$ cat src/rtl/gemm_seq_pkg.sv
// Shared types for the GEMM tile sequencer: FSM states, block index and packed slice/tile layouts.
// Widths here mirror the sequencer's default parameters.
package gemm_seq_pkg;

  localparam int IN_W      = 8;
  localparam int OUT_W     = 32;
  localparam int MESH_ROW  = 4;
  localparam int MESH_COL  = 4;
  localparam int TILE_SIZE = 4;
  localparam int BLK_W     = 8;
  localparam int ADDR_W    = 16;

  typedef enum logic [2:0] {
    IDLE  = 3'd0,
    ISSUE = 3'd1,
    DRAIN = 3'd2,
    FLUSH = 3'd3,
    DONE  = 3'd4
  } state_t;

  typedef logic [BLK_W-1:0] blk_idx_t;

  typedef logic [MESH_ROW*TILE_SIZE*IN_W-1:0]  a_slice_t;
  typedef logic [TILE_SIZE*MESH_COL*IN_W-1:0]  b_slice_t;
  typedef logic [MESH_ROW*MESH_COL*OUT_W-1:0]  c_tile_t;

  typedef struct packed {
    logic [ADDR_W-1:0] addr;
    c_tile_t           data;
  } c_wr_t;

endpackage

$ cat src/rtl/gemm_seq_addr_gen.sv
// Nested m/n/k block walker (k innermost) producing A/B/C tile-buffer addresses.
// Counts are latched on load; step advances one slice per cycle.
module gemm_seq_addr_gen #(
  parameter int BlkWidth  = 8,
  parameter int AddrWidth = 16
) (
  input  logic                 clk,
  input  logic                 rst,
  input  logic                 load,
  input  logic                 step,
  input  logic [BlkWidth-1:0]  m_blk,
  input  logic [BlkWidth-1:0]  n_blk,
  input  logic [BlkWidth-1:0]  k_blk,
  output logic [AddrWidth-1:0] a_addr,
  output logic [AddrWidth-1:0] b_addr,
  output logic [AddrWidth-1:0] c_addr,
  output logic                 first_k,
  output logic                 last_k,
  output logic                 last_blk
);

  localparam logic [BlkWidth-1:0] ONE = BlkWidth'(1);

  logic [BlkWidth-1:0] m_cnt, n_cnt, k_cnt;
  logic [BlkWidth-1:0] m_num, n_num, k_num;
  logic                last_n, last_m;

  assign first_k  = (k_cnt == '0);
  assign last_k   = (k_cnt == k_num - ONE);
  assign last_n   = (n_cnt == n_num - ONE);
  assign last_m   = (m_cnt == m_num - ONE);
  assign last_blk = last_n & last_m;

  always_ff @(posedge clk) begin
    if (rst) begin
      m_cnt <= '0;
      n_cnt <= '0;
      k_cnt <= '0;
      m_num <= '0;
      n_num <= '0;
      k_num <= '0;
    end else if (load) begin
      m_cnt <= '0;
      n_cnt <= '0;
      k_cnt <= '0;
      m_num <= m_blk;
      n_num <= n_blk;
      k_num <= k_blk;
    end else if (step) begin
      if (last_k) begin
        k_cnt <= '0;
        if (last_n) begin
          n_cnt <= '0;
          m_cnt <= m_cnt + ONE;
        end else begin
          n_cnt <= n_cnt + ONE;
        end
      end else begin
        k_cnt <= k_cnt + ONE;
      end
    end
  end

  // Products are taken at address width so wrap-around is modulo 2^AddrWidth.
  logic [AddrWidth-1:0] m_a, n_a, k_a, kn_a, nn_a;
  assign m_a  = AddrWidth'(m_cnt);
  assign n_a  = AddrWidth'(n_cnt);
  assign k_a  = AddrWidth'(k_cnt);
  assign kn_a = AddrWidth'(k_num);
  assign nn_a = AddrWidth'(n_num);

  assign a_addr = m_a * kn_a + k_a;
  assign b_addr = n_a * kn_a + k_a;
  assign c_addr = m_a * nn_a + n_a;

endmodule

$ cat src/rtl/gemm_tile_sequencer.sv
// Drives the 4x4x4 MAC array over an M x N x K block GEMM: one slice read per cycle, valid 1 cycle later,
// C tile captured MacLatency after the last slice into a 1-deep buffer; DRAIN stalls while it is full. Optional GEMM_SEQ_PERF_EN.
module gemm_tile_sequencer
  import gemm_seq_pkg::*;
#(
  parameter int InDataWidth  = 8,
  parameter int OutDataWidth = 32,
  parameter int meshRow      = 4,
  parameter int meshCol      = 4,
  parameter int tileSize     = 4,
  parameter int BlkWidth     = 8,
  parameter int AddrWidth    = 16,
  parameter int MacLatency   = 1
) (
  input  logic                                     clk_i,
  input  logic                                     rst_i,
  input  logic                                     start_i,
  input  logic [BlkWidth-1:0]                      m_blk_i,
  input  logic [BlkWidth-1:0]                      n_blk_i,
  input  logic [BlkWidth-1:0]                      k_blk_i,
  output logic                                     busy_o,
  output logic                                     done_o,
  output logic                                     a_rd_en_o,
  output logic [AddrWidth-1:0]                     a_rd_addr_o,
  input  logic [meshRow*tileSize*InDataWidth-1:0]  a_rd_data_i,
  output logic                                     b_rd_en_o,
  output logic [AddrWidth-1:0]                     b_rd_addr_o,
  input  logic [tileSize*meshCol*InDataWidth-1:0]  b_rd_data_i,
  output logic [meshRow*tileSize*InDataWidth-1:0]  a_o,
  output logic [tileSize*meshCol*InDataWidth-1:0]  b_o,
  output logic                                     a_valid_o,
  output logic                                     b_valid_o,
  output logic                                     init_save_o,
  output logic                                     acc_clr_o,
  input  logic [meshRow*meshCol*OutDataWidth-1:0]  c_i,
  output logic                                     c_wr_valid_o,
  input  logic                                     c_wr_ready_i,
  output logic [AddrWidth-1:0]                     c_wr_addr_o,
`ifdef GEMM_SEQ_PERF_EN
  output logic [31:0]                              perf_cycles_o,
  output logic [31:0]                              perf_stall_o,
`endif
  output logic [meshRow*meshCol*OutDataWidth-1:0]  c_wr_data_o
);

  localparam int CW  = meshRow*meshCol*OutDataWidth;
  localparam int DCW = $clog2(MacLatency + 2);

  state_t state, state_nxt;

  logic                 issue;
  logic                 start_ok;
  logic                 blk_zero;
  logic                 first_k, last_k, last_blk;
  logic [AddrWidth-1:0] a_addr, b_addr, c_addr;

  logic                 valid_q, init_q, acc_clr_q;
  logic [DCW-1:0]       drain_cnt;
  logic                 drain_ready, capture, c_accept;
  logic                 blk_last_q;
  logic [AddrWidth-1:0] blk_caddr_q;

  logic                 c_full;
  logic [AddrWidth-1:0] c_addr_q;
  logic [CW-1:0]        c_data_q;

  assign start_ok    = (state == IDLE) && start_i;
  assign blk_zero    = (m_blk_i == '0) || (n_blk_i == '0) || (k_blk_i == '0);
  assign drain_ready = (state == DRAIN) && (drain_cnt == DCW'(MacLatency));
  assign c_accept    = c_full && c_wr_ready_i;
  // Capture may coincide with the buffer draining on the same edge.
  assign capture     = drain_ready && (!c_full || c_wr_ready_i);

  gemm_seq_addr_gen #(
    .BlkWidth  (BlkWidth),
    .AddrWidth (AddrWidth)
  ) u_addr_gen (
    .clk      (clk_i),
    .rst      (rst_i),
    .load     (start_ok),
    .step     (issue),
    .m_blk    (m_blk_i),
    .n_blk    (n_blk_i),
    .k_blk    (k_blk_i),
    .a_addr   (a_addr),
    .b_addr   (b_addr),
    .c_addr   (c_addr),
    .first_k  (first_k),
    .last_k   (last_k),
    .last_blk (last_blk)
  );

  always_ff @(posedge clk_i) begin
    if (rst_i) state <= IDLE;
    else       state <= state_nxt;
  end

  always_comb begin
    state_nxt = state;
    case (state)
      IDLE:    if (start_i) state_nxt = blk_zero ? DONE : ISSUE;
      ISSUE:   if (last_k) state_nxt = DRAIN;
      DRAIN:   if (capture) state_nxt = blk_last_q ? FLUSH : ISSUE;
      FLUSH:   if (!c_full || c_wr_ready_i) state_nxt = DONE;
      DONE:    state_nxt = IDLE;
      default: state_nxt = IDLE;
    endcase
  end

  always_comb begin
    issue  = 1'b0;
    busy_o = 1'b0;
    done_o = 1'b0;
    case (state)
      ISSUE: begin
        issue  = 1'b1;
        busy_o = 1'b1;
      end
      DRAIN:   busy_o = 1'b1;
      FLUSH:   busy_o = 1'b1;
      DONE:    done_o = 1'b1;
      default: ;
    endcase
  end

  always_ff @(posedge clk_i) begin
    if (rst_i) begin
      valid_q     <= 1'b0;
      init_q      <= 1'b0;
      acc_clr_q   <= 1'b0;
      drain_cnt   <= '0;
      blk_last_q  <= 1'b0;
      blk_caddr_q <= '0;
      c_full      <= 1'b0;
      c_addr_q    <= '0;
    end else begin
      valid_q   <= issue;
      init_q    <= issue && first_k;
      acc_clr_q <= start_ok;
      if (state != DRAIN)   drain_cnt <= '0;
      else if (!drain_ready) drain_cnt <= drain_cnt + DCW'(1);
      // The addr gen moves on to the next block, so remember this block's C slot.
      if (issue && last_k) begin
        blk_last_q  <= last_blk;
        blk_caddr_q <= c_addr;
      end
      if (capture) begin
        c_full   <= 1'b1;
        c_addr_q <= blk_caddr_q;
      end else if (c_accept) begin
        c_full <= 1'b0;
      end
    end
  end

  always_ff @(posedge clk_i) begin
    if (capture) c_data_q <= c_i;
  end

  assign a_rd_en_o    = issue;
  assign b_rd_en_o    = issue;
  assign a_rd_addr_o  = issue ? a_addr : '0;
  assign b_rd_addr_o  = issue ? b_addr : '0;
  assign a_o          = valid_q ? a_rd_data_i : '0;
  assign b_o          = valid_q ? b_rd_data_i : '0;
  assign a_valid_o    = valid_q;
  assign b_valid_o    = valid_q;
  assign init_save_o  = init_q;
  assign acc_clr_o    = acc_clr_q;
  assign c_wr_valid_o = c_full;
  assign c_wr_addr_o  = c_full ? c_addr_q : '0;
  assign c_wr_data_o  = c_full ? c_data_q : '0;

`ifdef GEMM_SEQ_PERF_EN
  logic stall;
  assign stall = drain_ready && !capture;

  always_ff @(posedge clk_i) begin
    if (rst_i || start_ok) begin
      perf_cycles_o <= '0;
      perf_stall_o  <= '0;
    end else begin
      if (busy_o && (perf_cycles_o != '1)) perf_cycles_o <= perf_cycles_o + 32'd1;
      if (stall && (perf_stall_o != '1))   perf_stall_o  <= perf_stall_o + 32'd1;
    end
  end
`endif

endmodule

$ cat config.mk
export PLATFORM = sky130hd
export DESIGN_NAME = gemm_tile_sequencer
export DESIGN_NICKNAME = d
export VERILOG_FILES = /design/src/rtl/gemm_seq_pkg.sv /design/src/rtl/gemm_seq_addr_gen.sv /design/src/rtl/gemm_tile_sequencer.sv
export SDC_FILE = /design/constraint.sdc
export NUM_CORES = 1
export LEC_CHECK = 0
export CAP_MARGIN = 20
export CORE_AREA = 2 2 638 640
export CTS_CLUSTER_DIAMETER = 120
export DETAILED_ROUTE_END_ITERATION = 10
export DIE_AREA = 0 0 640 642
export GPL_ROUTABILITY_DRIVEN = 0
export PLACE_DENSITY = 0.3
export SYNTH_ARGS = -nofsm -noshare
export SYNTH_HDL_FRONTEND = slang
export SYNTH_SLANG_ARGS = --single-unit
$ cat constraint.sdc
create_clock -name clk_i -period 67.2 [get_ports clk_i]
set_input_delay 20.16 -clock clk_i [delete_from_list [all_inputs] [get_ports clk_i]]
set_output_delay 20.16 -clock clk_i [all_outputs]
set_load 0.02 [all_outputs]
==> flow_summary.toml <==
[synthesis]
synth.net_count = 3820
synth_top_area_frac = 0.482
syn_avg_cell_area_um2 = 11.5
ys_seq_area_frac = 0.538
netlist_top_cells_area = "edfxtp_1, and2_1, fa_1"
synth.cell_area_um2 = 31900
ys_warn_count = 0
synth_largest_area_cell = "edfxtp_1"
synth_edf_count = 512
yosysUniqueCellTypes = 61
synthFlopType = "edfxtp_1"
synthArstFlopShare = 0
ys_ff_latch = 602
synthCells = 2776

[cells_and_area]
final_cell_mix = "clkdlybuf4s50_1, and2_1, edfxtp_1, inv_1, nand2_1"
nets = 5393
drive_gt1_frac = 0.0398
design_area_um2 = 57500
areaGrowthSynthToFinish_pct = 80.3
final_common_cell = "clkdlybuf4s50_1"

[sta]
slew_headroom = 0.215
layout_min_cycle_time_ps = 42530
setup_viol = 0
timing_worst_slew_pin_value_ps = 1170
rsz0062_at_grt = "no"
drv_slew = 0
min_period_over_period = 0.633
finalSetupTns_ps = 0
max_freq_mhz = 23.5
hold_viol_final = 0
fin_skew_ps = 33.2

[clock_tree]
clkTransAtPathRegs_ps = 50
clockBufferDepth = 3
cts.sinks = 602
cts_tree = "done"
clockRootBuffer = "clkbuf_16"
htree_levels = 3
cts_resized = 0
hold_buffers = 0
postCtsSetupRepairBufs = 0
cts_buffers = 86
worstSkewPairLatency_ps = 700

[power]
power_frac_seq = 0.407
ir_drop_v = 0.0000159
pwr-share-clk = 0.459
powerDensity_nw_per_um2 = 17.8
p_comb_frac = 0.134
switchingPower_w = 0.000277
internal_power_w = 0.000749
power_switching_share = 0.270
power_leakage_nw = 20.0

[drt]
ant_nets = 0
drc_errors = 0
dr.pass1.iters = 6
routed_wl_mm = 274
wl_per_cell_um = 27.6
viasPerCell = 2.81
drt-initial-drc-count = 1384
vias = 27800

[placement]
dp_hpwl_mm = 239
dpl_cell_area_um2 = 54500
port_buffers = 1620

[setup_path]
worstPathMaxFanout = 8
rr_worst_depth = 9
cp-start-kind = "input port"
critPathKind = "input port to output pin"
worst_ep_arrival_time_ps = 22370
critPathRequiredTime_ps = 47040
crit_path_end_kind = "output pin"

[floorplan]
dieArea_um2 = 411000
num_io_pins = 1621
coreArea_um2 = 404000
dieHeight_um = 642
initial_utilization = 0.0789
num_rows = 234
die_w_um = 640

[global_route]
grt_pass1_wl_mm = 339
grt_max_degree = 172
grtUsageTotal = 0.129
grt_remaining_overflow = 0
antenna_found_initial = 186
grt_pass1_vias = 29300

[hold_path]
min_path_type = "flip-flop to flip-flop"
whs_path_depth = 2

[status]
status = "complete, no violations"

[flow_run]
max_cap_viol_count = 0
==> cells in the mapped netlist (all sizes together), types with 3 or more instances <==
cell type,count
nand2,193
dfxtp,90
fa,132
a31oi,8
o211ai,3
ha,116
nand4,6
or3,4
o31ai,7
buf,8
nor3,20
inv,206
a211oi,4
nor4,14
and2,902
nor2b,7
and3,8
nor2,84
or2,5
o21a,3
nand3,23
mux2i,19
xor2,31
or4,7
edfxtp,512
a21o,16
clkbuf,158
nand2b,9
o21ai,27
a2111oi,7
xnor2,31
nand3b,8
a21oi,83
==> metrics by stage <==
stage / total power, W / setup WS [ps] / utilization / instances / hold slack (ps)
floorplan: 0.000465 / 26660 / - / 2776 / 431
global placement: 0.000568 / 24690 / 0.135 / 9688 / 446
detailed placement: 0.000568 / 24690 / 0.135 / 9688 / 449
CTS: 0.00105 / 24690 / 0.142 / 9844 / 456
global route: 0.00107 / 24730 / 0.142 / 9909 / 478
finish: 0.00103 / 24670 / 0.142 / 9912 / 454
==> path summary, 6_finish.rpt <==
| check | slack, ps | endpoint | from |
|---|---|---|---|
| setup / recovery | 24670 | b_o[81] | b_rd_data_i[81] |
| hold / removal | 450 | c_addr_q[0] | blk_caddr_q[0] |
| setup reg to reg | 61800 | c_data_q[308] | c_wr_valid_o |
| hold reg to reg | 450 | c_addr_q[0] | blk_caddr_q[0] |
==> routing by layer <==
| layer | wire length (um) | GRT usage | vias to the layer above | part of all wire |
|---|---|---|---|---|
| met1 | 75900 | 0.102 | 13600 | 0.28 |
| li1 | - | - | 12300 | - |
| met4 | 10400 | 0.0492 | 114 | 0.038 |
| met5 | 704 | 0 | - | 0.0026 |
| met3 | 20400 | 0.0396 | 453 | 0.075 |
| met2 | 166000 | 0.279 | 1333 | 0.61 |
==> flip-flops by register name, summed over array words and instances (netlist names), 3 cells and up <==
| register | cells |
|---|---|
| blk_caddr_q | 16 |
| u_addr_gen.m_num | 8 |
| u_addr_gen.n_num | 8 |
| u_addr_gen.m_cnt | 8 |
| state | 3 |
| c_data_q | 512 |
| u_addr_gen.k_num | 8 |
| u_addr_gen.k_cnt | 8 |
| c_addr_q | 16 |
| u_addr_gen.n_cnt | 8 |
==> critical path, stage by stage <==
cell and delay [ps]:
clkdlybuf4s50_1 590, and2_1 840, clkdlybuf4s50_1 770
==> cell families after synthesis <==
family	Yosys count	share of synthesized area
AOI/OAI and AO/OA	172	0.0329
muxes	19	0.00596
and+or+nand+nor	1299	0.233
DFF	602	0.538
buffers and inverters	374	0.0445
adders and majority gates	248	0.128
xor gates and xnor gates	62	0.0170
==> cell type report <==
| cell class | instances | area [um^2] |
|---|---|---|
| Antenna cell | 67 | 168 |
| Fill cell | 45500 | 347000 |
| Tap cell | 5428 | 6790 |
| Clock buffer | 104 | 2280 |
| Timing Repair Buffer | 1651 | 16500 |
| Inverter | 208 | 788 |
| Sequential cell | 602 | 17200 |
| Clock inverter | 52 | 523 |
| Multi-Input combinational cell | 1800 | 13300 |
==> power by group through the flow <==
| stage | combinational (W) | clock (W) | sequential, W |
|---|---|---|---|
| floorplan | 0.0000428 | 0 | 0.000422 |
| global placement | 0.000141 | 0 | 0.000426 |
| detailed placement | 0.000142 | 0 | 0.000426 |
| CTS | 0.000142 | 0.000494 | 0.000418 |
| global route | 0.000146 | 0.000502 | 0.000419 |
| finish | 0.000138 | 0.000471 | 0.000418 |
(Power assumes the default switching activity.)
